File: config.mk
export PLATFORM = sky130hd
export DESIGN_NAME = act_cas_sched_flat
export DESIGN_NICKNAME = d
export VERILOG_FILES = /design/src/rtl/ddr_pkg.sv /design/src/rtl/act_cas_sched_if.sv /design/src/rtl/open_row_table.sv /design/src/rtl/act_cas_sched.sv /design/src/flat_wrapper.sv
export SDC_FILE = /design/constraint.sdc
export NUM_CORES = 1
export LEC_CHECK = 0
export BUFFER_PORTS_ARGS = -buffer_cell sky130_fd_sc_hd__buf_4
export CORE_MARGIN = 2
export CORE_UTILIZATION = 45
export CTS_BUF_LIST = sky130_fd_sc_hd__clkbuf_8
export CTS_CLUSTER_DIAMETER = 60
export DETAILED_ROUTE_END_ITERATION = 8
export GPL_ROUTABILITY_DRIVEN = 0
export PLACE_DENSITY = 0.8
export RECOVER_POWER = 50
export SLEW_MARGIN = 20
export SYNTH_ARGS = -nofsm -noshare
export SYNTH_HDL_FRONTEND = slang
export SYNTH_SLANG_ARGS = --single-unit
File: constraint.sdc
create_clock -name CK_t -period 2.32 [get_ports CK_t]
set_input_delay 0 -clock CK_t [delete_from_list [all_inputs] [get_ports CK_t]]
set_output_delay 0 -clock CK_t [all_outputs]
set_load 0.01 [all_outputs]
File: src/rtl/ddr_pkg.sv
// Shared types for the ACT/CAS scheduler: request kinds, DDR address layout,
// FSM state encoding and a few helpers.
package ddr_pkg;

    localparam int BANK_W = 4;
    localparam int ROW_W  = 14;
    localparam int COL_W  = 10;
    localparam int CNT_W  = 5;

    typedef enum logic [1:0] {
        RD_R  = 2'd0,
        WR_R  = 2'd1,
        RDA_R = 2'd2,
        WRA_R = 2'd3
    } request_type;

    typedef struct packed {
        logic [1:0]       bg;
        logic [1:0]       ba;
        logic [ROW_W-1:0] row;
        logic [COL_W-1:0] col;
    } mem_addr_type;

    typedef enum logic [2:0] {
        IDLE     = 3'd0,
        PRE      = 3'd1,
        WAIT_RP  = 3'd2,
        ACT      = 3'd3,
        WAIT_RCD = 3'd4,
        CAS      = 3'd5,
        WAIT_GAP = 3'd6
    } sched_state_t;

    function automatic logic is_auto_pre(request_type t);
        return (t == RDA_R) || (t == WRA_R);
    endfunction

    function automatic logic [BANK_W-1:0] bank_of(mem_addr_type a);
        return {a.bg, a.ba};
    endfunction

endpackage

File: src/rtl/act_cas_sched_if.sv
// Host request / command strobe bundle of the ACT/CAS scheduler.
interface act_cas_sched_if;
    import ddr_pkg::*;

    // Handshake: a request transfers on a rising edge where req_valid=1 and
    // busy=0; while busy=1 req_* are ignored (no queuing), so the host simply
    // holds its request until it sees busy low.
    logic         req_valid;
    request_type  req_type;
    mem_addr_type req_addr;

    logic         busy;
    logic         act_rdy;
    logic         no_act_rdy;
    logic         pre_rdy;
    logic         cas_rdy;
    mem_addr_type cmd_addr;
    request_type  cmd_type;
    sched_state_t state;

    modport master (
        output req_valid, req_type, req_addr,
        input  busy, act_rdy, no_act_rdy, pre_rdy, cas_rdy, cmd_addr, cmd_type, state
    );

    modport slave (
        input  req_valid, req_type, req_addr,
        output busy, act_rdy, no_act_rdy, pre_rdy, cas_rdy, cmd_addr, cmd_type, state
    );

endinterface

File: src/rtl/open_row_table.sv
// Per-bank open-row tracker: 16 banks indexed by {bg,ba}, combinational lookup,
// open/close write ports and a synchronous clear of all open flags.
module open_row_table
    import ddr_pkg::*;
(
    input  logic              clk,
    input  logic              clr,
    input  logic [BANK_W-1:0] lk_bank,
    output logic              lk_open,
    output logic [ROW_W-1:0]  lk_row,
    input  logic              open_en,
    input  logic [BANK_W-1:0] open_bank,
    input  logic [ROW_W-1:0]  open_row,
    input  logic              close_en,
    input  logic [BANK_W-1:0] close_bank
);

    logic [(1<<BANK_W)-1:0] open_q;
    logic [ROW_W-1:0]       row_q [1<<BANK_W];

    // Row values need no clear: they are only meaningful while the open flag is set.
    always_ff @(posedge clk) begin
        if (clr) begin
            open_q <= '0;
        end else begin
            if (open_en)  open_q[open_bank]  <= 1'b1;
            if (close_en) open_q[close_bank] <= 1'b0;
        end
        if (open_en) row_q[open_bank] <= open_row;
    end

    assign lk_open = open_q[lk_bank];
    assign lk_row  = row_q[lk_bank];

endmodule

File: src/rtl/act_cas_sched.sv
// Single-request ACT/CAS scheduler with tRCD/tRP/tCCD/tRTP spacing.
// OPEN_PAGE_EN enables open-row tracking; otherwise every access is closed-page.
module act_cas_sched
    import ddr_pkg::*;
#(
    parameter int TRCD = 11,
    parameter int TRP  = 11,
    parameter int TCCD = 4,
    parameter int TRTP = 6
) (
    input logic           CK_t,
    input logic           reset_n,
    act_cas_sched_if.slave bus
);

    // Each delay counts from the strobe cycle itself; the post-CAS gap spans
    // TCCD-1 cycles including the CAS cycle, never less than one.
    localparam logic [CNT_W-1:0] RCD_LD = CNT_W'(TRCD - 1);
    localparam logic [CNT_W-1:0] RP_LD  = CNT_W'(TRP - 1);
    localparam logic [CNT_W-1:0] RTP_LD = CNT_W'(TRTP - 1);
    localparam logic [CNT_W-1:0] GAP_LD = (TCCD >= 2) ? CNT_W'(TCCD - 2) : '0;

    sched_state_t     state_q;
    logic             busy_q, act_q, noact_q, pre_q, cas_q;
    mem_addr_type     addr_q;
    request_type      type_q;
    logic [CNT_W-1:0] cnt;
    logic             closing;
    logic             ap_tail;
    logic             bank_open, row_hit;

`ifdef OPEN_PAGE_EN
    localparam bit CLOSED_PAGE = 1'b0;
    logic             lk_open;
    logic [ROW_W-1:0] lk_row;

    open_row_table u_table (
        .clk        (CK_t),
        .clr        (!reset_n),
        .lk_bank    (bank_of(bus.req_addr)),
        .lk_open    (lk_open),
        .lk_row     (lk_row),
        .open_en    (act_q),
        .open_bank  (bank_of(addr_q)),
        .open_row   (addr_q.row),
        .close_en   (pre_q || (cas_q && is_auto_pre(type_q))),
        .close_bank (bank_of(addr_q))
    );

    assign bank_open = lk_open;
    assign row_hit   = lk_open && (lk_row == bus.req_addr.row);
`else
    localparam bit CLOSED_PAGE = 1'b1;
    assign bank_open = 1'b0;
    assign row_hit   = 1'b0;
`endif

    always_ff @(posedge CK_t) begin
        if (!reset_n) begin
            state_q <= IDLE;
            busy_q  <= 1'b0;
            act_q   <= 1'b0;
            noact_q <= 1'b0;
            pre_q   <= 1'b0;
            cas_q   <= 1'b0;
            addr_q  <= '0;
            type_q  <= RD_R;
            cnt     <= '0;
            closing <= 1'b0;
            ap_tail <= 1'b0;
        end else begin
            act_q   <= 1'b0;
            noact_q <= 1'b0;
            pre_q   <= 1'b0;
            cas_q   <= 1'b0;
            case (state_q)
                IDLE: begin
                    if (bus.req_valid) begin
                        busy_q  <= 1'b1;
                        addr_q  <= bus.req_addr;
                        type_q  <= bus.req_type;
                        closing <= 1'b0;
                        ap_tail <= 1'b0;
                        if (row_hit) begin
                            noact_q <= 1'b1;
                            state_q <= ACT;
                            cnt     <= '0;
                        end else if (bank_open) begin
                            pre_q   <= 1'b1;
                            state_q <= PRE;
                            cnt     <= RP_LD;
                        end else begin
                            act_q   <= 1'b1;
                            state_q <= ACT;
                            cnt     <= RCD_LD;
                        end
                    end
                end
                // A closing precharge (closed-page tail) ends the request instead of re-activating.
                PRE, WAIT_RP: begin
                    if (cnt == '0) begin
                        if (closing) begin
                            state_q <= IDLE;
                            busy_q  <= 1'b0;
                        end else begin
                            act_q   <= 1'b1;
                            state_q <= ACT;
                            cnt     <= RCD_LD;
                        end
                    end else begin
                        cnt     <= cnt - 1'b1;
                        state_q <= WAIT_RP;
                    end
                end
                ACT, WAIT_RCD: begin
                    if (cnt == '0) begin
                        cas_q   <= 1'b1;
                        state_q <= CAS;
                        if (is_auto_pre(type_q)) begin
                            cnt     <= GAP_LD;
                            ap_tail <= 1'b1;
                        end else if (CLOSED_PAGE) begin
                            cnt     <= RTP_LD;
                            closing <= 1'b1;
                        end else begin
                            cnt     <= GAP_LD;
                        end
                    end else begin
                        cnt     <= cnt - 1'b1;
                        state_q <= WAIT_RCD;
                    end
                end
                // ap_tail appends a tRP phase; closing hands over to an explicit PRE.
                CAS, WAIT_GAP: begin
                    if (cnt == '0) begin
                        if (ap_tail) begin
                            ap_tail <= 1'b0;
                            cnt     <= RP_LD;
                            state_q <= WAIT_GAP;
                        end else if (closing) begin
                            pre_q   <= 1'b1;
                            state_q <= PRE;
                            cnt     <= RP_LD;
                        end else begin
                            state_q <= IDLE;
                            busy_q  <= 1'b0;
                        end
                    end else begin
                        cnt     <= cnt - 1'b1;
                        state_q <= WAIT_GAP;
                    end
                end
                default: begin
                    state_q <= IDLE;
                    busy_q  <= 1'b0;
                end
            endcase
        end
    end

    assign bus.busy       = busy_q;
    assign bus.act_rdy    = act_q;
    assign bus.no_act_rdy = noact_q;
    assign bus.pre_rdy    = pre_q;
    assign bus.cas_rdy    = cas_q;
    assign bus.cmd_addr   = addr_q;
    assign bus.cmd_type   = type_q;
    assign bus.state      = state_q;

endmodule

File: src/flat_wrapper.sv
// flat-port wrapper written by rule: the top's interface ports become plain ports
module act_cas_sched_flat import ddr_pkg::*;
#(
    parameter int TRCD = 11,
    parameter int TRP  = 11,
    parameter int TCCD = 4,
    parameter int TRTP = 6
)
  (CK_t, reset_n, bus_req_valid, bus_req_type, bus_req_addr, bus_busy, bus_act_rdy, bus_no_act_rdy, bus_pre_rdy, bus_cas_rdy, bus_cmd_addr, bus_cmd_type, bus_state);
  act_cas_sched_if bus_i ();
  input logic CK_t;
  input logic reset_n;
  input wire logic [$bits(bus_i.req_valid)-1:0] bus_req_valid;
  input wire logic [$bits(bus_i.req_type)-1:0] bus_req_type;
  input wire logic [$bits(bus_i.req_addr)-1:0] bus_req_addr;
  output wire logic [$bits(bus_i.busy)-1:0] bus_busy;
  output wire logic [$bits(bus_i.act_rdy)-1:0] bus_act_rdy;
  output wire logic [$bits(bus_i.no_act_rdy)-1:0] bus_no_act_rdy;
  output wire logic [$bits(bus_i.pre_rdy)-1:0] bus_pre_rdy;
  output wire logic [$bits(bus_i.cas_rdy)-1:0] bus_cas_rdy;
  output wire logic [$bits(bus_i.cmd_addr)-1:0] bus_cmd_addr;
  output wire logic [$bits(bus_i.cmd_type)-1:0] bus_cmd_type;
  output wire logic [$bits(bus_i.state)-1:0] bus_state;
  assign bus_i.req_valid = bus_req_valid;
  assign bus_i.req_type = bus_req_type;
  assign bus_i.req_addr = bus_req_addr;
  assign bus_busy = bus_i.busy;
  assign bus_act_rdy = bus_i.act_rdy;
  assign bus_no_act_rdy = bus_i.no_act_rdy;
  assign bus_pre_rdy = bus_i.pre_rdy;
  assign bus_cas_rdy = bus_i.cas_rdy;
  assign bus_cmd_addr = bus_i.cmd_addr;
  assign bus_cmd_type = bus_i.cmd_type;
  assign bus_state = bus_i.state;
  act_cas_sched #(.TRCD(TRCD), .TRP(TRP), .TCCD(TCCD), .TRTP(TRTP)) u_core (.CK_t(CK_t), .reset_n(reset_n), .bus(bus_i));
endmodule
Word-level counts from Yosys, hierarchy flattened
Index checks and enable logic that the tools add are counted.
W data, S select, Z words.
{"block": "totals", "register_bits": 44, "latch_bits": 0, "mem_bits_rw": 0, "romBits": 0, "wordCells": 91, "memories": 0}
{"block": "op_classes", "n_addsub": 1, "mul": 0, "div": 0, "order_cmp": 0, "eq_ne": 19, "n_shift": 0, "mux": 38, "n_bitwise": 4, "reduce_logical": 16}
{"cell": "$mux W5", "n": 7}
{"cell": "$pmux W5 S4", "n": 1}
{"cell": "$mux W1", "n": 19}
{"cell": "$mux W3", "n": 4}
{"cell": "$pmux W3 S4", "n": 1}
{"cell": "$ne A2 B1 Y1 const B", "n": 5}
{"cell": "$eq A3 B3 Y1 const B", "n": 3}
{"cell": "$ne A2 B2 Y1 const B", "n": 4}
{"cell": "$reduce_and A4 Y1", "n": 2}
{"cell": "$reduce_and A7 Y1", "n": 1}
{"cell": "$eq A3 B2 Y1 const B", "n": 2}
{"cell": "$reduce_or A2 Y1", "n": 3}
{"cell": "$logic_not A5 Y1", "n": 1}
{"cell": "$reduce_and A5 Y1", "n": 1}
{"cell": "$sub A5 B1 Y5 const B", "n": 1}
{"cell": "$eq A2 B2 Y1 const B", "n": 2}
{"cell": "$mux W2", "n": 2}
{"cell": "$ne A4 B2 Y1 const B", "n": 1}
{"cell": "$not A1 Y1", "n": 4}
{"cell": "$pmux W1 S2", "n": 2}
{"cell": "$pmux W1 S4", "n": 1}
{"cell": "$reduce_and A2 Y1", "n": 2}
{"cell": "$reduce_bool A4 Y1", "n": 1}
{"cell": "$reduce_or A4 Y1", "n": 1}
{"cell": "other kinds (7)", "n": 7}

Logic depth before layout (Yosys ltp)
{"block": "depth", "depth_word": 5, "mapped_depth": 7}

Worst setup path after synthesis
OpenSTA, ideal clock, no wires.
{"block": "synth_timing", "path_type": "register -> register", "start": "register u_core.cnt[0]", "end": "register u_core.cnt[0]", "setup_time_ps": 88, "t_arrival_ps": 1650, "required_time_ps": 2232, "path_slack_ps": 582, "stages_incl_launch_ff": 6, "synth_period_minus_slack_ps": 1738, "path_cell_list": "dfxtp_1 inv_1 ha_1 or4b_4 or3_4 a311oi_2"}
{"block": "synth_between", "elab_chain_cells": 3, "word_cells_on_any_way": 9}
{"element": "start: declaration", "line_no": "act_cas_sched.sv:27", "text": "logic [CNT_W-1:0] cnt;"}
{"element": "start signal: assignment", "line_no": "act_cas_sched.sv:111", "text": "cnt <= cnt - 1'b1;"}
{"element": "start signal: assignment", "line_no": "act_cas_sched.sv:129", "text": "cnt <= cnt - 1'b1;"}
{"element": "start signal: assignment", "line_no": "act_cas_sched.sv:149", "text": "cnt <= cnt - 1'b1;"}
{"element": "$sub A5 B1 Y5 or $logic_not A5 Y1 (tied branches)"}
{"element": "$mux W5 (tied with other cells)", "line_no": "act_cas_sched.sv:135", "text": "if (cnt == '0) begin"}
{"element": "$pmux W5 S4 or $reduce_and A4 Y1 (tied branches)"}
Several ways; a longest one is shown, not always the timed one.
A chain may end at the register's enable or synchronous reset.

Final worst setup path
{"block": "layout_timing", "start": "register u_core.state_q[1] (netlist: u_core.bus.state[1])", "end": "register u_core.cnt[3]"}
{"block": "layout_between", "elab_chain_cells": 4, "word_cells_on_any_way": 16}
{"element": "start: declaration", "line_no": "act_cas_sched.sv:23", "text": "sched_state_t state_q;"}
{"element": "start signal: assignment", "line_no": "act_cas_sched.sv:60", "text": "state_q <= IDLE;"}
{"element": "start signal: assignment", "line_no": "act_cas_sched.sv:86", "text": "state_q <= ACT;"}
{"element": "start signal: assignment", "line_no": "act_cas_sched.sv:90", "text": "state_q <= PRE;"}
{"element": "$eq A3 B3 Y1 (tied with other cells)", "line_no": "act_cas_sched.sv:76", "text": "case (state_q)"}
{"element": "$reduce_or A2 Y1", "line_no": "act_cas_sched.sv:76"}
{"element": "$ne A4 B2 Y1 (no line) (tied with other cells)"}
{"element": "$reduce_and A4 Y1 (no line)"}
Several ways; a longest one is shown, not always the timed one.

==> results_dict.tcl <==
set metrics [dict create \
    max_stage_delay_ps 510 \
    drt-total-wl_um 5342 \
    p_leak_nw 1.035 \
    vias 2007 \
    drt-wirelength-per-cell_um 13.66 \
    yosys.area.top_type "dfxtp_1" \
    ys_ff_latch 44 \
    first_iter_violations 110 \
    antenna_cells 0 \
    cts-hold-fix-buffers 31 \
    layout_common_cells "nand2_1, dfxtp_1, a21oi_1, buf_4, clkbuf_1" \
    worst_clock_skew_ps 10.31 \
    grt_pass1_wl_um 8217 \
    synth_area_leaders "dfxtp_1, nand2_1, a21oi_1" \
    first_pass_iters 4 \
    reg2reg_to "u_core.cnt[3]" \
    setup_viol 0 \
    route.detailed.drc 0 \
    grt_pass1_vias 1817 \
    place_inst 352 \
    routed_via_density 5.133 \
    core.rowCount 23 \
    power_density_mw_per_mm2 1015 \
    die_area_mm2 0.004751 \
    clk_path_buf_depth 2 \
    core_mm2 0.004029 \
    cp-end-kind "register" \
    multi_input_area_um2 912.1 \
    overflow 0 \
    synth_cells 243 \
    clock_sinks 44 \
    outcome "complete, no violations" \
    clk_latency_ps 300 \
    fin_tns_setup_ps 0 \
    ioPinCount 71 \
    r2r-start "u_core.bus.state[1]" \
    synth.distinct_cells 41 \
    place_hpwl_um 3366 \
    postCtsResizedCells 0 \
    final_cells 391 \
    antenna_found_initial 0 \
    areaGrowthSynthToFinish_pct 43.93 \
    ir_drop_uv 459.0 \
    slew_headroom_pct 57.09 \
    drive_gt1_share_pct 15.25 \
    nets 374 \
    yosysSeqAreaShare_pct 46.44 \
    min_period_ps 1902 \
    port_buffers 69 \
    cp_cell_sequence "clkbuf_1, inv_1, o211ai_1, a32o_1, o221a_1" \
    synth_area_per_cell_um2 7.806 \
    layout.area.seq_um2 880.8 \
    hold_path.class "input port to register" \
    rsz0062_at_grt "false" \
    die_x_um 68.93 \
    cts_setup_buffers 0 \
    maxSlewViolCount 0 \
    crit_path_top_delay_cell "clkbuf_1" \
    required_ps 2560 \
    clkTransAtPathRegs_ps 80 \
    fmax_mhz 525.7 \
    worst_pin_slew_ps 643.6 \
    arrival_ps 2140 \
    synth_fp_nets 277 \
    numCtsBuffers 5 \
    critPathCapture "u_core.cnt[3]" \
    antenna_left 0 \
    grtUsageTotal_pct 23.75 \
    yosys_warnings 0 \
    path_max_fanout 16 \
    cts_tree "built" \
    synth_top_area_share_pct 46.44 \
    synth_area_mm2 0.001897 \
    n_fill_cell 370 \
    clockRootBuffer "clkbuf_8" \
    finalCritPeriodShare_pct 81.99 \
    htreeDepth 2 \
    initial_utilization_pct 47.08 \
    hold_violations 0 \
    critPathLaunch "u_core.bus.state[1]" \
    worstSetupPathType "register to register" \
    max_cap_violations 0 \
    grt_start_max_net_pins 32 \
    mostFrequentLayoutCell "nand2_1" \
    die_y_um 68.93 \
    ff2ff_setup_slack_ps 420 \
    cp-start-kind "register" \
    worstRegToRegCells 5 \
]
==> metrics by stage <==
step                      cell area [um^2]  utilization (%)  hold WS (ps)  total power, mW  setup slack (ps)
after detailed placement              2469            61.27         256.5            2.339             454.1
after floorplan                       1897                -         136.0            1.880             581.6
final                                 2730            67.76         109.7            2.771             417.8
after CTS                             2873            71.30         100.9            2.870             444.6
after global routing                  2730            67.76         136.5            2.953             276.9
after global placement                2469            61.27         246.3            2.308             515.9
==> final cells by class <==
class | instances | share of cell area [%]
clock buffers | 6 | 3.025
well taps | 50 | 2.291
flip-flops and latches | 44 | 32.26
multi-input cells | 176 | 33.41
clock inverters | 2 | 0.4125
repair buffers | 109 | 28.05
inverters | 4 | 0.5500
==> sequential cells by signal, summed over array words and instances (netlist names) <==
register,count
u_core.bus.cmd_addr,28
u_core.cnt,5
u_core.closing,1
u_core.bus.act_rdy,1
u_core.bus.cmd_type,2
u_core.bus.busy,1
u_core.bus.pre_rdy,1
u_core.bus.cas_rdy,1
u_core.bus.state,3
u_core.ap_tail,1
==> layer usage <==
| layer | wire [um] | vias up | track usage (%) | part of all wire, % |
|---|---|---|---|---|
| met2 | 2697 | 70 | 40.38 | 50 |
| met1 | 2203 | 914 | 27.84 | 41 |
| met4 | 75 | 0 | 10.54 | 1.4 |
| met5 | 0 | - | 0 | 0 |
| met3 | 365 | 8 | 6.494 | 6.8 |
| li1 | - | 1015 | - | - |
==> how the worst min path moves through the flow <==
stage	slack (ps)	startpoint	depth (start not counted)	end
after detailed placement	260	bus_req_addr[13]	3	u_core.bus.cmd_addr[13]
after global placement	250	bus_req_addr[24]	3	u_core.bus.cmd_addr[24]
after floorplan	140	bus_req_addr[0]	2	u_core.bus.cmd_addr[0]
after CTS	100	bus_req_valid	3	u_core.bus.state[0]
final	110	bus_req_valid	3	u_core.bus.state[0]
after global routing	140	bus_req_valid	3	u_core.bus.state[0]
==> where the power goes <==
| group | internal (mW) | leakage (nW) | switching [mW] | total, mW |
|---|---|---|---|---|
| clock network | 0.238 | 0.0486 | 0.263 | 0.501 |
| registers | 0.917 | 0.360 | 0.140 | 1.06 |
| logic | 0.520 | 0.626 | 0.694 | 1.21 |
==> cells by family (layout without fill, tap and decap cells) <==
logic type	after synthesis	count (layout)	share of synthesized area, %
compound gates	65	65	20.38
simple gates	107	107	25.92
buf+inv	23	121	5.474
other cells	1	1	0.1977
fa+ha+maj	1	1	0.6595
xor+xnor	2	2	0.9237
flops	44	44	46.44
==> synth_stat cells, drive strengths merged <==
| cell | count |
|---|---|
| nand2 | 71 |
| dfxtp | 44 |
| a21oi | 40 |
| clkbuf | 12 |
| nor2 | 10 |
| buf | 7 |
| nor3 | 7 |
| o21ai | 6 |
| o211ai | 4 |
| a211oi | 3 |
| inv | 3 |
| nand2b | 3 |
| nand3b | 3 |
| a31oi | 2 |
| and2 | 2 |
| nor3b | 2 |
| nor4b | 2 |
| o22ai | 2 |
| or3 | 2 |
| xnor2 | 2 |
| a21boi | 1 |
| a311oi | 1 |
| a32o | 1 |
| and3 | 1 |
| clkinv | 1 |
| conb | 1 |
| ha | 1 |
| nand3 | 1 |
| nor2b | 1 |
| o2111a | 1 |
| o21a | 1 |
| o221a | 1 |
| o221ai | 1 |
| o31ai | 1 |
| or3b | 1 |
| or4b | 1 |
==> critical path: cells and delay by family (launching register included) <==
| family | cells | cell delay [ps] |
|---|---|---|
| buffers and inverters | 2 | 650 |
| AO/OA/AOI/OAI | 3 | 700 |
| flip-flops | 1 | 490 |
Note: power is estimated with default switching activity, not from simulation.
